$ cat config.mk
export PLATFORM = sky130hd
export DESIGN_NAME = uart_tx_ctrl
export DESIGN_NICKNAME = d
export VERILOG_FILES = /design/src/rtl/uart_pkg.sv /design/src/rtl/uart_tx_fifo.sv /design/src/rtl/uart_tx_ctrl.sv
export SDC_FILE = /design/constraint.sdc
export NUM_CORES = 1
export LEC_CHECK = 0
export BUFFER_PORTS_ARGS = -buffer_cell sky130_fd_sc_hd__buf_2
export CELL_PAD_IN_SITES_DETAIL_PLACEMENT = 1
export CELL_PAD_IN_SITES_GLOBAL_PLACEMENT = 1
export CORE_UTILIZATION = 36
export CTS_CLUSTER_SIZE = 16
export DETAILED_ROUTE_END_ITERATION = 8
export HOLD_SLACK_MARGIN = 0.12
export PLACE_DENSITY_LB_ADDON = 0.1
export RECOVER_POWER = 50
export SYNTH_ARGS = -nofsm -noshare
export SYNTH_HDL_FRONTEND = slang
export SYNTH_SLANG_ARGS = --single-unit
$ cat constraint.sdc
create_clock -name clk -period 5.5 [get_ports clk]
set_clock_uncertainty 0.15 [all_clocks]
set_input_delay 0.55 -clock clk [delete_from_list [all_inputs] [get_ports clk]]
set_output_delay 0.55 -clock clk [all_outputs]
set_load 0.005 [all_outputs]
$ cat src/rtl/uart_pkg.sv
// Shared types and defaults for the UART transmit controller.
package uart_pkg;

  // Default frame data width and TX FIFO depth.
  localparam int DATA_W         = 9;
  localparam int FIFO_DEPTH_DEF = 16;

  // Launch sequencing states.
  typedef enum logic [1:0] {
    ST_IDLE  = 2'd0,
    ST_LOAD  = 2'd1,
    ST_START = 2'd2,
    ST_BUSY  = 2'd3
  } tx_state_t;

  // Line configuration as seen by the transmitter.
  typedef struct packed {
    logic [1:0]  word_length;
    logic [15:0] baud_rate_cnt;
    logic        parity_en;
    logic        stop_bits;
    logic        set_break;
  } line_cfg_t;

  // A new frame may start only with data queued, no break requested and a
  // usable (non-zero) baud divisor.
  function automatic logic launch_ok(input logic       empty,
                                     input logic       set_break,
                                     input logic [15:0] baud_rate_cnt);
    return !empty && !set_break && (baud_rate_cnt != 16'd0);
  endfunction

endpackage

$ cat src/rtl/uart_tx_fifo.sv
// Circular TX FIFO with occupancy count and sticky overflow.
module uart_tx_fifo
  import uart_pkg::*;
#(
  parameter int DEPTH = FIFO_DEPTH_DEF,
  parameter int W     = DATA_W
) (
  input  logic                     clk,
  input  logic                     rst,
  input  logic                     push,
  input  logic [W-1:0]             wdata,
  input  logic                     pop,
  input  logic                     clr,
  output logic [W-1:0]             rdata,
  output logic                     full,
  output logic                     empty,
  output logic [$clog2(DEPTH):0]   level,
  output logic                     overflow
);

  localparam int AW = $clog2(DEPTH);
  localparam int LW = AW + 1;

  logic [W-1:0]  r_mem [DEPTH];
  logic [AW-1:0] r_wptr;
  logic [AW-1:0] r_rptr;
  logic [LW-1:0] r_level;
  logic          r_ovf;

  logic w_full;
  logic w_empty;
  logic w_pop_ok;
  logic w_push_ok;

  assign w_full    = (r_level == LW'(DEPTH));
  assign w_empty   = (r_level == '0);
  // A pop on an empty FIFO is ignored; a push while full only lands when a
  // pop frees the slot in the same cycle.
  assign w_pop_ok  = pop && !w_empty;
  assign w_push_ok = push && (!w_full || w_pop_ok);

  // Storage array; contents are abandoned through the pointers, never cleared.
  always_ff @(posedge clk) begin
    if (w_push_ok && !clr) r_mem[r_wptr] <= wdata;
  end

  // Pointers, occupancy and sticky overflow; flush outranks push and pop.
  always_ff @(posedge clk or posedge rst) begin
    if (rst) begin
      r_wptr  <= '0;
      r_rptr  <= '0;
      r_level <= '0;
      r_ovf   <= 1'b0;
    end else if (clr) begin
      r_wptr  <= '0;
      r_rptr  <= '0;
      r_level <= '0;
      r_ovf   <= 1'b0;
    end else begin
      if (w_push_ok) r_wptr <= r_wptr + AW'(1);
      if (w_pop_ok)  r_rptr <= r_rptr + AW'(1);
      r_level <= r_level + LW'(w_push_ok) - LW'(w_pop_ok);
      if (push && !w_push_ok) r_ovf <= 1'b1;
    end
  end

  assign rdata    = r_mem[r_rptr];
  assign full     = w_full;
  assign empty    = w_empty;
  assign level    = r_level;
  assign overflow = r_ovf;

endmodule

$ cat src/rtl/uart_tx_ctrl.sv
// UART transmit controller: queues host frames and launches them one at a
// time into the transmitter with a configuration snapshot per frame.
module uart_tx_ctrl #(
  parameter int FIFO_DEPTH = uart_pkg::FIFO_DEPTH_DEF,
  parameter int DATA_W     = uart_pkg::DATA_W
) (
  input  logic                        clk,
  input  logic                        rst,
  input  logic                        wr_en,
  input  logic [DATA_W-1:0]           wr_data,
  input  logic                        fifo_clr,
  input  logic [1:0]                  cfg_word_length,
  input  logic [15:0]                 cfg_baud_rate_cnt,
  input  logic                        cfg_parity_en,
  input  logic                        cfg_stop_bits,
  input  logic                        cfg_set_break,
  output logic                        full,
  output logic                        empty,
  output logic                        overflow,
  output logic [$clog2(FIFO_DEPTH):0] level,
  output logic                        temt,
  output logic                        thre_irq,
  output logic [DATA_W-1:0]           tx_data,
  output logic [1:0]                  tx_word_length,
  output logic [15:0]                 tx_baud_rate_cnt,
  output logic                        tx_parity_en,
  output logic                        tx_stop_bits,
  output logic                        tx_set_break,
  output logic                        tx_start,
  input  logic                        tx_done
);

  import uart_pkg::*;

  tx_state_t         r_state;
  tx_state_t         w_state_nxt;
  logic              w_pop;
  logic              w_load;
  logic              w_start;
  logic [DATA_W-1:0] w_fifo_rdata;
  logic              w_empty;
  line_cfg_t         w_cfg;
  line_cfg_t         r_cfg;
  logic [DATA_W-1:0] r_data;
  logic              r_empty_q;

  uart_tx_fifo #(
    .DEPTH (FIFO_DEPTH),
    .W     (DATA_W)
  ) u_fifo (
    .clk      (clk),
    .rst      (rst),
    .push     (wr_en),
    .wdata    (wr_data),
    .pop      (w_pop),
    .clr      (fifo_clr),
    .rdata    (w_fifo_rdata),
    .full     (full),
    .empty    (w_empty),
    .level    (level),
    .overflow (overflow)
  );

  assign empty = w_empty;

  // Gather the live configuration pins into one snapshot word.
  always_comb begin
    w_cfg               = '0;
    w_cfg.word_length   = cfg_word_length;
    w_cfg.baud_rate_cnt = cfg_baud_rate_cnt;
    w_cfg.parity_en     = cfg_parity_en;
    w_cfg.stop_bits     = cfg_stop_bits;
    w_cfg.set_break     = cfg_set_break;
  end

  // State register.
  always_ff @(posedge clk or posedge rst) begin
    if (rst) r_state <= ST_IDLE;
    else     r_state <= w_state_nxt;
  end

  // Next-state and per-state strobes.
  always_comb begin
    w_state_nxt = r_state;
    w_pop       = 1'b0;
    w_load      = 1'b0;
    w_start     = 1'b0;
    unique case (r_state)
      ST_IDLE: begin
        if (launch_ok(w_empty, cfg_set_break, cfg_baud_rate_cnt))
          w_state_nxt = ST_LOAD;
      end
      ST_LOAD: begin
        // A flush on the edge that entered LOAD can leave nothing to pop;
        // fall back to IDLE rather than launch stale data.
        if (!w_empty) begin
          w_pop       = 1'b1;
          w_load      = 1'b1;
          w_state_nxt = ST_START;
        end else begin
          w_state_nxt = ST_IDLE;
        end
      end
      ST_START: begin
        w_start     = 1'b1;
        w_state_nxt = ST_BUSY;
      end
      ST_BUSY: begin
        if (tx_done) w_state_nxt = ST_IDLE;
      end
      default: w_state_nxt = ST_IDLE;
    endcase
  end

  // Frame data and configuration snapshot, frozen until the next LOAD.
  always_ff @(posedge clk or posedge rst) begin
    if (rst) begin
      r_data <= '0;
      r_cfg  <= '0;
    end else if (w_load) begin
      r_data <= w_fifo_rdata;
      r_cfg  <= w_cfg;
    end
  end

  // Delayed empty used to spot the 0->1 edge for the THR-empty pulse.
  always_ff @(posedge clk or posedge rst) begin
    if (rst) r_empty_q <= 1'b1;
    else     r_empty_q <= w_empty;
  end

  assign thre_irq         = w_empty && !r_empty_q;
  assign temt             = w_empty && (r_state == ST_IDLE);
  assign tx_start         = w_start;
  assign tx_data          = r_data;
  assign tx_word_length   = r_cfg.word_length;
  assign tx_baud_rate_cnt = r_cfg.baud_rate_cnt;
  assign tx_parity_en     = r_cfg.parity_en;
  assign tx_stop_bits     = r_cfg.stop_bits;
  // Break tracks the pin live while idle so the line can be forced low
  // between frames; reset still wins so the output is 0 under reset.
  assign tx_set_break     = (r_state == ST_IDLE) ? (cfg_set_break && !rst)
                                                 : r_cfg.set_break;

endmodule

---- After elaboration in Yosys (flattened, before gate mapping) ----
Memories as Yosys holds them, arrays and structs flattened. A register that Yosys moved wholly into a read port is not among the register bits.
Index checks and enable logic that the tools add are counted.
cells by class
  add/sub/neg operators ................... 4
  eq/ne operators ......................... 6
  mux-type cells .......................... 17
  reduce and logical (&&, ||, !) cells .... 24
operators with widths
  operator               count
  $mux W4                4
  $reduce_bool A16 Y1    1
  $logic_and A1 B1 Y1    9
  $add A4 B1 Y4 const B  2
  $mux W1                8
  $pmux W2 S4            1
  $logic_not A1 Y1       7
  $mux W2                3
  $reduce_bool A2 Y1     3
  $add A5 B1 Y5          1
  $eq A5 B5 Y1 const B   1
  $logic_not A5 Y1       1
  $mux W5                1
  $sub A5 B1 Y5          1
  $eq A2 B2 Y1 const B   2
  $ne A2 B2 Y1 const B   2
  $eq A2 B1 Y1 const B   1
  $logic_not A2 Y1       1
  $reduce_and A2 Y1      1
  $logic_or A1 B1 Y1     1
storage, ports and cells
  register bits after elaboration ......... 38
  RAM bits ................................ 144
  logic and storage cells ................. 63
  memories ................................ 1
memories
  memory        depth  bits a word  read ports  clocked after Yosys merged registers in  write ports  line                RTL
  u_fifo.r_mem  16     9            1           1                                        1            uart_tx_fifo.sv:24  logic [W-1:0] r_mem [DEPTH];

---- Depth between registers and ports, before layout ----
Gate-level depths: netlist (run 1).
  word-level depth ........................ 10
  depth in mapped cells ................... 16
  gate-level depth less buffers ........... 14

---- Cells and area by module ----
From an unflattened synthesis (run 1), not the netlist that was laid out.
unflattened totals
  cell total of the unflattened synthesis .. 470
  area, all modules ....................... 8057.7 um^2
modules (own cells, without submodules)
  module        instances  cells each  area each (um^2)  sequential area each (um^2)
  uart_tx_fifo  1          369         6606.3            4674.5
  uart_tx_ctrl  1          101         1451.4            827.0

---- Worst setup path after synthesis (run 1) ----
OpenSTA, ideal clock, no wires.
  path type ............................... register to register
  start ................................... reg u_fifo.r_level[3] (netlist: u_fifo.level[3])
  end ..................................... reg u_fifo.r_level[4] (netlist: u_fifo.level[4])
  setup time .............................. 0.135 ns
  arrival time ............................ 2.762 ns
  setup slack ............................. 2.453 ns
  stages on the path, launching flop included .. 17
  path buffers ............................ 2
  clock period less this slack ............ 3.047 ns
  cell sequence ........................... dfrtp_1 > inv_1 > ha_1 > or4b_1 > buf_4 > nand2_4 > inv_2 > buf_6 > ha_1 > inv_1 > ha_1 > inv_1 > fa_1 > nor2b_1 > o21bai_1 > a21oi_1 > nor3b_1
on the way
  cells in the longest elaborated chain, start to end .. 9
  elaborated cells between the ends (all ways) .. 12
ends and longest elaborated chain
  element                   line                RTL
  start: declaration        uart_tx_fifo.sv:27  logic [LW-1:0] r_level;
  start signal: assignment  uart_tx_fifo.sv:62  r_level <= r_level + LW'(w_push_ok) - LW'(w_pop_ok);
  $logic_not A5 Y1 *        uart_tx_fifo.sv:36  assign w_empty = (r_level == '0);
  $mux W1 *                 uart_tx_ctrl.sv:96  if (!w_empty) begin
  $mux W1 *                 uart_tx_ctrl.sv:88  unique case (r_state)
  named net u_fifo.pop      uart_tx_fifo.sv:12  input logic pop,
  $logic_and A1 B1 Y1 *     uart_tx_fifo.sv:39  assign w_pop_ok = pop && !w_empty;
  $logic_or A1 B1 Y1        uart_tx_fifo.sv:40  assign w_push_ok = push && (!w_full || w_pop_ok);
  $logic_and A1 B1 Y1       uart_tx_fifo.sv:40
  $add A5 B1 Y5             uart_tx_fifo.sv:62
  $sub A5 B1 Y5 *           uart_tx_fifo.sv:62
  $mux W5 *                 uart_tx_fifo.sv:54  end else if (clr) begin
The timed path passes the listed nets; every way through them passes the cells marked *.
A chain may end at the register's enable or synchronous reset.

---- Worst setup path after layout (run 1) ----
  start ................................... reg u_fifo.r_level[2] (netlist: u_fifo.level[2])
  end ..................................... reg u_fifo.r_level[4] (netlist: u_fifo.level[4])
on the way
  cells in the longest elaborated chain, start to end .. 9
  elaborated cells between the ends (all ways) .. 12
ends and longest elaborated chain
  element              line
  $logic_not A5 Y1     uart_tx_fifo.sv:36
  $mux W1              uart_tx_ctrl.sv:96
  $mux W1              uart_tx_ctrl.sv:88
  $logic_and A1 B1 Y1  uart_tx_fifo.sv:39
  $logic_or A1 B1 Y1   uart_tx_fifo.sv:40
  $logic_and A1 B1 Y1  uart_tx_fifo.sv:40
  $add A5 B1 Y5        uart_tx_fifo.sv:62
  $sub A5 B1 Y5 *      uart_tx_fifo.sv:62
  $mux W5 *            uart_tx_fifo.sv:54
Mark *: on every way between the ends. The rest lies on a longest branch, timed or not.

==> summary.txt, run 1 <==
Synthesis
  – Post-synth top area cell: edfxtp_1
  – Synth Instances: 524
  – Mapped Avg Cell Area: 15.12 sq um
  – Synth Cell Area: 7923 sq um
  – Area share of the largest cell type after synthesis: 54.58%
  – Asr flop ratio synth: 24.61%
  – Net Count, Synth: 571
  – Top_reg_cell synth: edfxtp_1
  – Top cells by area in the synthesized netlist: edfxtp_1, dfrtp_1, mux4_2, mux2i_1, nand2_1
  – Netlist cell types: 47
  – Post-synthesis sequential area ratio: 69.44%
  – YS warnings: 0
  – Number of synthesized flops with an enable pin: 144
  – Flops & latches, synth: 191

Global route
  – Met2 GRT Util: 27.93%
  – Vias in the first global route: 4771
  – Gr ovfl total: 0
  – M3 GR Usage: 3.091%
  – Gr usage total: 16.96%
  – GRT met1 Usage: 22.39%
  – Largest net degree at the start of global routing: 58
  – Initial antenna violation count: 0
  – GR peak layer: met2
  – First-pass GRT wire length: 27.65 mm

Cells and area
  – Area of the multi-input gates: 2122 sq um
  – # fillers: 2155
  – Nets: 628
  – Commonest non-fill, non-tap cell in the layout: edfxtp_1
  – Most frequent cells in the layout: edfxtp_1, nand2_1, buf_2
  – Layout Utilization: 42.27%
  – N_diodes: 0
  – Register area: 5504 sq um
  – Layout cell share with drive strength beyond 1: 21.21%
  – Area delta synth->final: 13.57%

Die
  – Die X: 150.4 microns
  – Vert. Die Dim: 150.4 microns
  – Die area: 22610 sq um
  – Row count: 53
  – Placeable Area: 21290 sq um
  – # IOs: 76
  – Starting Density: 37.22%

Timing
  – Slew margin rel.: -29.65%
  – Slew Viols, Final: 48
  – RSZ-0062 raised after global routing: no
  – Setup-failing EPs final: 0
  – TNS Setup: 0 ns
  – Hold slack: 0.1559 ns
  – Period Utilization, post-route: 68.87%
  – Fin crit period: 3.788 ns
  – F_max: 264.0 MHz
  – Worst Tran Pin Value: 1.943 ns
  – Final Hold Viols: 0

Setup path
  – Worst r2r path cells: 14
  – Setup crit end kind: flip-flop
  – Crit path max fanout: 34
  – Reg-to-Reg End: u_fifo.level[4]$_DFF_PP0_
  – Setup slack, reg-to-reg: 1.71 ns
  – Data required, critical path: 5.69 ns
  – Worst Setup Start Kind: flip-flop
  – WS Path Type: flip-flop to flip-flop
  – Worst reg2reg path startpoint: u_fifo.level[2]$_DFF_PP0_
  – Critical path arrival: 3.98 ns

Clock tree
  – Max clock buf depth: 2
  – Cts-stage hold buffer count: 0
  – # resized after CTS: 0
  – Cts bufs inserted: 17
  – CTS tree: built
  – Clk slew on worst S/H paths: 0.07 ns
  – CTS Root Cell: clkbuf_16
  – Worst-skew pair later-pin latency: 0.44 ns
  – Setup bufs post-CTS: 0
  – Clk sinks: 191
  – H-tree lvl count: 4

Drt
  – Via count: 4419
  – DR iter-0 viols: 199
  – Drt first pass iters: 4
  – DR WL/cell: 20.71 microns
  – Remaining routing DRC violations: 0
  – Final wirelength: 18.00 mm
  – Post-route ant nets: 0
  – Vias per inst: 5.085

Power
  – Total power: 4.022 mW
  – Power density over the cells: 447.0 nW/um^2
  – Peak supply drop: 224.6 uV
  – Leak: 3.240 nW

Worst hold path
  – Hold Startpoint: cfg_stop_bits
  – Hold path cells: 3
  – HP Class: input port to flip-flop
  – Worst Hold End: tx_stop_bits$_DFFE_PP0P_

Place
  – Hpwl dp: 11.39 mm
  – Gpl congestion: 0.7293
  – PortBufs: 75

Outcome
  – Violated checks: capacitance limit, slew limit
  – Status: finished, violations left

Job
  – Maxcap violations: 1
[per-stage QoR]
stage | instances | area, sq um | worst slack (ns)
floorplan | 524 | 7923 | 2.453
global placement | 837 | 8448 | 1.825
detailed placement | 837 | 8448 | 1.675
CTS | 869 | 9026 | 1.651
global route | 869 | 8997 | 1.419
finish | 869 | 8997 | 1.712
[per-layer routing]
| layer | routed length [microns] | vias to the layer above |
|---|---|---|
| met4 | 367 | 0 |
| met2 | 8855 | 67 |
| met1 | 8246 | 2284 |
| met3 | 530 | 26 |
| met5 | 0 | - |
| li1 | - | 2042 |
[critical path, stage by stage, from the launching register on]
cell and delay [ns]:
dfrtp_1 0.40, inv_1 0.08, ha_1 0.17, or4b_1 0.61, nand2_4 0.39, inv_2 0.29
ha_1 0.35, inv_1 0.06, ha_1 0.16, inv_1 0.06, fa_1 0.39, nor2b_1 0.19
o21bai_1 0.11, nand3_1 0.09, nor3b_1 0.19
[layout make-up]
cell class / instances / area share, %
Clock inverter: 15 / 1.697
Clock buffer: 17 / 4.728
Tap cell: 275 / 3.824
Inverter: 16 / 0.7231
Multi-Input combinational cell: 275 / 23.59
Sequential cell: 191 / 61.17
Timing Repair Buffer: 80 / 4.269
[registers in the layout, summed over array words and instances (netlist names), 2 cells and up, named ones only]
| name | flops |
|---|---|
| u_fifo.r_wptr | 4 |
| u_fifo.level | 5 |
| tx_baud_rate_cnt | 16 |
| u_fifo.r_mem | 144 |
| u_fifo.r_rptr | 4 |
| tx_data | 9 |
| tx_word_length | 2 |
[cells in the mapped netlist, drive strengths merged (2+ instances only)]
| cell type | count |
|---|---|
| nor2b | 7 |
| o41ai | 2 |
| xnor2 | 4 |
| mux4 | 18 |
| and3 | 7 |
| dfrtp | 46 |
| nor3 | 9 |
| ha | 11 |
| nor4 | 7 |
| clkbuf | 4 |
| a22oi | 27 |
| nor2 | 14 |
| a21oi | 4 |
| nand3 | 21 |
| o211ai | 2 |
| nor4b | 2 |
| nand2 | 83 |
| buf | 38 |
| inv | 15 |
| mux2i | 36 |
| edfxtp | 144 |
| nand2b | 2 |
| o21ai | 3 |
| xor2 | 4 |
[worst max-delay path by stage]
stage	slack (ns)	end	cells past startpoint	from
6_report	1.71	u_fifo.level[4]$_DFF_PP0_	14	u_fifo.level[2]$_DFF_PP0_
4_1_cts	1.65	u_fifo.level[4]$_DFF_PP0_	14	u_fifo.level[3]$_DFF_PP0_
5_1_grt	1.42	u_fifo.level[4]$_DFF_PP0_	14	u_fifo.level[3]$_DFF_PP0_
3_5_place_dp	1.68	u_fifo.level[4]$_DFF_PP0_	14	u_fifo.level[3]$_DFF_PP0_
2_1_floorplan	2.45	u_fifo.level[4]$_DFF_PP0_	16	u_fifo.level[3]$_DFF_PP0_
3_3_place_gp	1.82	u_fifo.level[4]$_DFF_PP0_	14	u_fifo.level[3]$_DFF_PP0_
[cell families (layout without fill, tap and decap cells)]
kind of cell	after synthesis	after routing	share of synthesized area [%]
flops	191	191	69.44
compound gates	41	41	3.727
simple gates	160	160	9.950
mux	54	54	9.665
xor+xnor	8	8	0.8843
buf+inv	58	128	4.343
fa+ha+maj	12	12	1.990
[report_power, final]
group          internal, mW  switching [mW]
clock network         0.640           0.577
registers              1.72           0.143
logic                 0.401           0.543
total                  2.76            1.26
No activity file was read; power rests on OpenSTA's default activity.
==> run 2: changes to the inputs <==
==> constraint.sdc (replaced) <==
create_clock -name clk -period 3.4 [get_ports clk]
set_clock_uncertainty 0.15 [all_clocks]
set_input_delay 0.34 -clock clk [delete_from_list [all_inputs] [get_ports clk]]
set_output_delay 0.34 -clock clk [all_outputs]
set_load 0.005 [all_outputs]
==> run 2 against run 1 <==
Net effect: the run ends with capacitance limit left; sequential share of layout area is 1.9 points lower; first-iteration DRC count is 57% higher; via count is 3.1% higher; combinational power is 75% higher; hold slack better by 0.066 ns; setup slack worse by 1.4 ns; clock power is 61% higher; clock-buffer cell count stayed put; core utilization is 1.4 points higher; critical endpoint unchanged; largest power group unchanged.
==> summary.txt, run 2 (synthesis results as in run 1) <==
Timing
  – TNS Setup: 0 ns (unchanged)
  – F_max: 329.0 MHz (was 264.0 MHz)
  – Setup ws final: 0.3608 ns (was 1.712 ns)
  – Fin crit period: 3.039 ns (was 3.788 ns)
  – Setup-failing EPs final: 0 (unchanged)
  – Period Utilization, post-route: 89.39% (was 68.87%)
  – RSZ-0062 raised after global routing: no (unchanged)
  – Slew margin rel.: 0.2160% (was -29.65%)
  – Slew Viols, Final: 0 (was 48)
  – Worst Tran Pin Value: 1.497 ns (was 1.943 ns)
  – Final Hold Viols: 0 (unchanged)

Drt
  – Vias per inst: 5.034 (was 5.085)
  – Drt first pass iters: 4 (unchanged)
  – DR WL/cell: 20.81 microns (was 20.71 microns)
  – Via count: 4556 (was 4419)
  – Remaining routing DRC violations: 0 (unchanged)
  – Post-route ant nets: 0 (unchanged)
  – Final wirelength: 18.84 mm (was 18.00 mm)
  – DR iter-0 viols: 312 (was 199)

Cells and area
  – Layout Utilization: 43.65% (was 42.27%)
  – Nets: 665 (was 628)
  – Most frequent cells in the layout: edfxtp_1, nand2_1, dfrtp_1 (was edfxtp_1, nand2_1, buf_2)
  – N_diodes: 0 (unchanged)
  – Layout cell share with drive strength beyond 1: 19.05% (was 21.21%)
  – Fin area: 9291 sq um (was 8997 sq um)
  – Area delta synth->final: 17.28% (was 13.57%)
  – Max reg flops: 144 (unchanged)
  – Biggest register: u_fifo.r_mem (unchanged)
  – Commonest non-fill, non-tap cell in the layout: edfxtp_1 (unchanged)

Job
  – Maxcap violations: 1 (unchanged)

Global route
  – Initial antenna violation count: 0 (unchanged)
  – Gr usage total: 17.65% (was 16.96%)
  – First-pass GRT wire length: 28.81 mm (was 27.65 mm)
  – Gr ovfl total: 0 (unchanged)
  – Vias in the first global route: 4965 (was 4771)
  – Largest net degree at the start of global routing: 34 (was 58)

Setup path
  – Reg-to-Reg End: u_fifo.level[4]$_DFF_PP0_ (unchanged)
  – Worst Setup Start Kind: flip-flop (unchanged)
  – Setup crit end kind: flip-flop (unchanged)
  – Worst reg2reg path startpoint: u_fifo.level[3]$_DFF_PP0_ (was u_fifo.level[2]$_DFF_PP0_)
  – Crit path max-delay family: adder cells (was simple AND/OR/NAND/NOR gates)
  – Data required, critical path: 3.54 ns (was 5.69 ns)
  – Slowest library cell on the worst path: or4b_1 (unchanged)
  – Setup slack, reg-to-reg: 0.36 ns (was 1.71 ns)
  – Slowest Stage Delay on Critical Path: 0.52 ns (was 0.61 ns)
  – Buf/Inv on CP: 4 (unchanged)
  – Worst r2r path cells: 14 (unchanged)
  – Critical path arrival: 3.18 ns (was 3.98 ns)
  – Crit path max fanout: 3 (was 34)
  – CP cell instances: inv_1 > ha_1 > or4b_1 > nand2_4 > inv_2 > ha_1 > inv_1 > ha_1 > inv_1 > fa_1 > nor2b_1 > o21bai_1 > a21oi_1 > nor3b_1 (was inv_1 > ha_1 > or4b_1 > nand2_4 > inv_2 > ha_1 > inv_1 > ha_1 > inv_1 > fa_1 > nor2b_1 > o21bai_1 > nand3_1 > nor3b_1)
  – WS Path Type: flip-flop to flip-flop (unchanged)

Clock tree
  – CTS tree: built (unchanged)
  – # resized after CTS: 0 (unchanged)
  – Worst-skew pair later-pin latency: 0.43 ns (was 0.44 ns)
  – Max clock buf depth: 2 (unchanged)
  – Clk slew on worst S/H paths: 0.07 ns (about the same)
  – H-tree lvl count: 4 (unchanged)
  – Cts bufs inserted: 17 (unchanged)
  – CTS Root Cell: clkbuf_16 (unchanged)
  – Clk sinks: 191 (unchanged)

Die
  – Starting Density: 37.22% (unchanged)
  – Row count: 53 (unchanged)
  – Die X: 150.4 microns (unchanged)
  – # IOs: 76 (unchanged)
  – Placeable Area: 21290 sq um (unchanged)
  – Vert. Die Dim: 150.4 microns (unchanged)
  – Die area: 22610 sq um (unchanged)

Power
  – Net switching power: 2.088 mW (was 1.263 mW)
  – Peak supply drop: 364.9 uV (was 224.6 uV)
  – Combinational Power Share: 24.9% (was 23.5%)
  – Sw frac: 31.63% (was 31.40%)
  – Seq pwr share: 45.3% (was 46.3%)
  – Leak: 3.352 nW (was 3.240 nW)
  – Power density over the cells: 710.5 nW/um^2 (was 447.0 nW/um^2)
  – Clk pwr share: 29.8% (was 30.3%)
  – Internal power: 4.513 mW (was 2.759 mW)
  – Total power: 6.601 mW (was 4.022 mW)

Worst hold path
  – HP Class: input port to flip-flop (unchanged)
  – Hold path cells: 2 (was 3)
  – Worst Hold End: u_fifo.level[1]$_DFF_PP0_ (was tx_stop_bits$_DFFE_PP0P_)
  – Hold Startpoint: fifo_clr (was cfg_stop_bits)

Place
  – PortBufs: 75 (unchanged)
  – Cell Area, Placed: 8517 sq um (was 8448 sq um)
  – Post-place setup slack: 0.3554 ns (was 1.675 ns)
  – Gpl congestion: 0.7552 (was 0.7293)
  – Hpwl dp: 12.01 mm (was 11.39 mm)

Outcome
  – Status: finished, violations left (unchanged)
  – Violated checks: capacitance limit (was capacitance limit, slew limit)
## run 2: cell count changes in the layout (fill, tap and decap cells not counted), moves of 2 or more
cell           delta
buf_2            -13
buf_4            +11
clkbuf_1         +14
clkinv_1          -2
clkinv_4          -3
clkinvlp_4        +2
dlygate4sd3_1    +25
nor3_1            +4
nor3_2            -4
## run 2: stage by stage
| step | cells | hold WS (ns) |
|---|---|---|
| after floorplan | 524 | 0.2857 |
| after global placement | 849 | 0.2805 |
| after detailed placement | 849 | 0.2978 |
| after CTS | 905 | 0.1433 |
| after global routing | 905 | 0.2356 |
| final | 905 | 0.2215 |
## run 2: how the worst max path moves through the flow
stage / startpoint / end / slack, ns / cells past startpoint
floorplan: u_fifo.level[3]$_DFF_PP0_ / u_fifo.level[4]$_DFF_PP0_ / 0.35 / 16
finish: u_fifo.level[3]$_DFF_PP0_ / u_fifo.level[4]$_DFF_PP0_ / 0.36 / 14
global placement: u_fifo.level[3]$_DFF_PP0_ / u_fifo.level[4]$_DFF_PP0_ / 0.50 / 14
detailed placement: u_fifo.level[3]$_DFF_PP0_ / u_fifo.level[4]$_DFF_PP0_ / 0.36 / 14
global route: u_fifo.level[2]$_DFF_PP0_ / u_fifo.level[4]$_DFF_PP0_ / 0.10 / 14
CTS: u_fifo.level[3]$_DFF_PP0_ / u_fifo.level[4]$_DFF_PP0_ / 0.33 / 14
## run 2: cell type report
type	instances	area, sq um
fill	2173	12000
sequential	191	5503
multi-input combinational	275	2102
timing repair buffer	117	704.4
clock buffer	17	425.4
tap	275	344.1
clock inverter	14	147.6
inverter	16	65.06
## run 2: power groups by stage
stage	Clock [mW]	Combinational (mW)	Sequential, mW
after floorplan	0	1.30	2.96
after global placement	0	1.62	3.03
after detailed placement	0	1.69	3.05
after CTS	2.01	1.72	3.00
after global routing	2.09	1.86	3.04
final	1.97	1.65	2.99
## run 2: worst register-to-register path: cells and delay by family, from the launching register on
family,cells,cell delay (ns)
adder cells (fa/ha/maj),4,0.97
AND/OR/NAND/NOR,4,0.86
flip-flops,1,0.40
AO/OA/AOI/OAI,2,0.28
buffers and inverters,4,0.24
## run 2: layer usage
| metal | global-route usage [%] | wire length [microns] |
|---|---|---|
| met2 | 30.32 | 9627 |
| met1 | 23.22 | 8493 |
| met5 | 0 | 0 |
| met4 | 4.697 | 181 |
| met3 | 2.667 | 532 |
## run 2: what timing repair did
action	in CTS	in global routing
hold buffers	25	0
buffers inserted	0	0
endpoints found under the hold margin	45	0
==> run 3: changes to the inputs <==
==> constraint.sdc (replaced) <==
create_clock -name clk -period 3.3 [get_ports clk]
set_clock_uncertainty 0.15 [all_clocks]
set_input_delay 0.33 -clock clk [delete_from_list [all_inputs] [get_ports clk]]
set_output_delay 0.33 -clock clk [all_outputs]
set_load 0.005 [all_outputs]
==> run 3 against run 2 <==
Net effect: the run still ends with capacitance limit left; cell area barely moved; first-iteration DRC count rose by 15%; clock power barely moved; total power rose by 1.9%; highest routed layer unchanged; fmax rose by 0.20%; register-to-register slack got worse by 0.09 ns; via count fell by 0.55%; sequential power rose by 2%; combinational power rose by 4%; largest cell class unchanged; routed wire length fell by 1.9%; core utilization barely moved; die area did not move.
==> summary.txt, run 3 (synthesis results as in run 1) <==
Drt
  – DR WL/cell: 20.42 microns (was 20.81 microns)
  – Vias per inst: 5.007 (was 5.034)
  – Drt first pass iters: 4 (unchanged)
  – DR iter-0 viols: 358 (was 312)
  – Via count: 4531 (was 4556)
  – Final wirelength: 18.48 mm (was 18.84 mm)
  – Remaining routing DRC violations: 0 (unchanged)
  – Post-route ant nets: 0 (unchanged)

Timing
  – RSZ-0062 raised after global routing: no (unchanged)
  – Slew Viols, Final: 0 (unchanged)
  – Setup ws final: 0.2668 ns (was 0.3608 ns)
  – Final Hold Viols: 0 (unchanged)
  – Fin crit period: 3.033 ns (was 3.039 ns)
  – Slew margin rel.: 1.175% (was 0.2160%)
  – F_max: 329.7 MHz (was 329.0 MHz)
  – Setup-failing EPs final: 0 (unchanged)
  – Worst Tran Pin Value: 1.481 ns (was 1.497 ns)
  – Period Utilization, post-route: 91.91% (was 89.39%)
  – TNS Setup: 0 ns (unchanged)

Cells and area
  – Most frequent cells in the layout: edfxtp_1, nand2_1, dfrtp_1 (unchanged)
  – N_diodes: 0 (unchanged)
  – # fillers: 2162 (was 2173)
  – Commonest non-fill, non-tap cell in the layout: edfxtp_1 (unchanged)
  – Max reg flops: 144 (unchanged)
  – Area of the multi-input gates: 2102 sq um (unchanged)
  – Finished Layout Cells: 905 (unchanged)
  – Biggest register: u_fifo.r_mem (unchanged)
  – Register area: 5503 sq um (unchanged)
  – Area delta synth->final: 17.23% (was 17.28%)
  – Layout cell share with drive strength beyond 1: 18.89% (was 19.05%)
  – Nets: 664 (was 665)

Power
  – Seq pwr share: 45.2% (was 45.3%)
  – Internal power: 4.639 mW (was 4.513 mW)
  – Combinational Power Share: 25.5% (was 24.9%)
  – Sw frac: 31.07% (was 31.63%)
  – Total power: 6.729 mW (was 6.601 mW)
  – Net switching power: 2.090 mW (was 2.088 mW)
  – Leak: 3.342 nW (was 3.352 nW)
  – Peak supply drop: 396.9 uV (was 364.9 uV)
  – Clk pwr share: 29.3% (was 29.8%)
  – Power density over the cells: 724.5 nW/um^2 (was 710.5 nW/um^2)

Setup path
  – Setup crit end kind: flip-flop (unchanged)
  – Critical path arrival: 3.22 ns (was 3.18 ns)
  – CP cell instances: inv_1 > ha_1 > or4b_1 > nand2_4 > inv_2 > ha_1 > inv_1 > ha_1 > inv_1 > fa_1 > nor2b_1 > o21bai_1 > nand3_1 > nor3b_1 (was inv_1 > ha_1 > or4b_1 > nand2_4 > inv_2 > ha_1 > inv_1 > ha_1 > inv_1 > fa_1 > nor2b_1 > o21bai_1 > a21oi_1 > nor3b_1)
  – WS Path Type: flip-flop to flip-flop (unchanged)
  – Crit path max-delay family: simple AND/OR/NAND/NOR gates (was adder cells)
  – Crit path max fanout: 3 (unchanged)
  – Slowest library cell on the worst path: or4b_1 (unchanged)
  – Slowest Stage Delay on Critical Path: 0.51 ns (was 0.52 ns)
  – Buf/Inv on CP: 4 (unchanged)
  – Worst Setup Start Kind: flip-flop (unchanged)
  – Data required, critical path: 3.49 ns (was 3.54 ns)

Clock tree
  – Cts bufs inserted: 17 (unchanged)
  – CTS tree: built (unchanged)
  – CTS Root Cell: clkbuf_16 (unchanged)
  – Clk sinks: 191 (unchanged)
  – Max clock buf depth: 2 (unchanged)
  – Clk slew on worst S/H paths: 0.07 ns (about the same)
  – Worst-skew pair later-pin latency: 0.43 ns (about the same)
  – H-tree lvl count: 4 (unchanged)

Place
  – Placed cells: 848 (was 849)
  – Post-place setup slack: 0.2572 ns (was 0.3554 ns)
  – Gpl congestion: 0.7517 (was 0.7552)
  – PortBufs: 75 (unchanged)
  – Hpwl dp: 11.80 mm (was 12.01 mm)

Global route
  – Gr usage total: 17.63% (was 17.65%)
  – Initial antenna violation count: 0 (unchanged)
  – Vias in the first global route: 4997 (was 4965)
  – Largest net degree at the start of global routing: 37 (was 34)
  – Gr ovfl total: 0 (unchanged)
  – First-pass GRT wire length: 28.70 mm (was 28.81 mm)

Die
  – Starting Density: 37.22% (unchanged)
  – # IOs: 76 (unchanged)
  – Die X: 150.4 microns (unchanged)
  – Row count: 53 (unchanged)
  – Die area: 22610 sq um (unchanged)
  – Vert. Die Dim: 150.4 microns (unchanged)
  – Placeable Area: 21290 sq um (unchanged)

Outcome
  – Status: finished, violations left (unchanged)
  – Violated checks: capacitance limit (unchanged)

Job
  – Maxcap violations: 1 (unchanged)

Worst hold path
  – HP Class: input port to flip-flop (unchanged)
[run 3: stage by stage]
stage | area [sq um] | hold WS (ns) | util [%]
global placement | 8522 | 0.3046 | 40.03
finish | 9288 | 0.2116 | 43.63
global route | 9288 | 0.2272 | 43.63
CTS | 9333 | 0.1306 | 43.84
floorplan | 7923 | 0.2757 | -
detailed placement | 8522 | 0.3138 | 40.03
[run 3: path summary, 6_finish.rpt]
kind	startpoint	end	slack (ns)	depth (start not counted)
setup / recovery	u_fifo.level[3]$_DFF_PP0_	u_fifo.level[4]$_DFF_PP0_	0.27	14
hold / removal	fifo_clr	u_fifo.level[1]$_DFF_PP0_	0.21	2
setup reg to reg	u_fifo.level[3]$_DFF_PP0_	u_fifo.level[4]$_DFF_PP0_	0.27	14
hold reg to reg	tx_baud_rate_cnt[8]$_DFFE_PP0P_	tx_baud_rate_cnt[8]$_DFFE_PP0P_	0.33	2
max in group asynchronous	rst	u_fifo.r_rptr[1]$_DFFE_PP0P_	1.27	3
min in group asynchronous	rst	tx_baud_rate_cnt[0]$_DFFE_PP0P_	0.76	3
[run 3: cell type report]
cell class	count	share of cell area, %
multi-input cells	275	22.63
inverters	16	0.7005
flip-flops and latches	191	59.25
well taps	275	3.705
repair buffers	116	7.679
clock inverters	14	1.415
clock buffers	18	4.621
[run 3: layer usage]
metal  global-route usage, %  vias up  share of wire (%)  wire, microns
li1                        -     2104                  -              -
met1                   23.15     2331                 44           8170
met2                   29.63       79                 51           9459
met3                   3.152       17                3.3            618
met4                   5.455        0                1.2            227
met5                       0        -                  0              0
[run 3: power groups by stage]
stage | Clock [mW] | Sequential (mW) | Combinational (mW)
floorplan | 0 | 3.05 | 1.33
global placement | 0 | 3.08 | 1.71
detailed placement | 0 | 3.10 | 1.77
CTS | 2.02 | 3.05 | 1.80
global route | 2.11 | 3.08 | 1.95
finish | 1.97 | 3.04 | 1.72
[run 3: timing repair]
action                    in CTS  in global routing
buffers inserted               0                  0
resized for setup              0                  0
hold buffers                  25                  0
hold endpoints to repair      56                  0
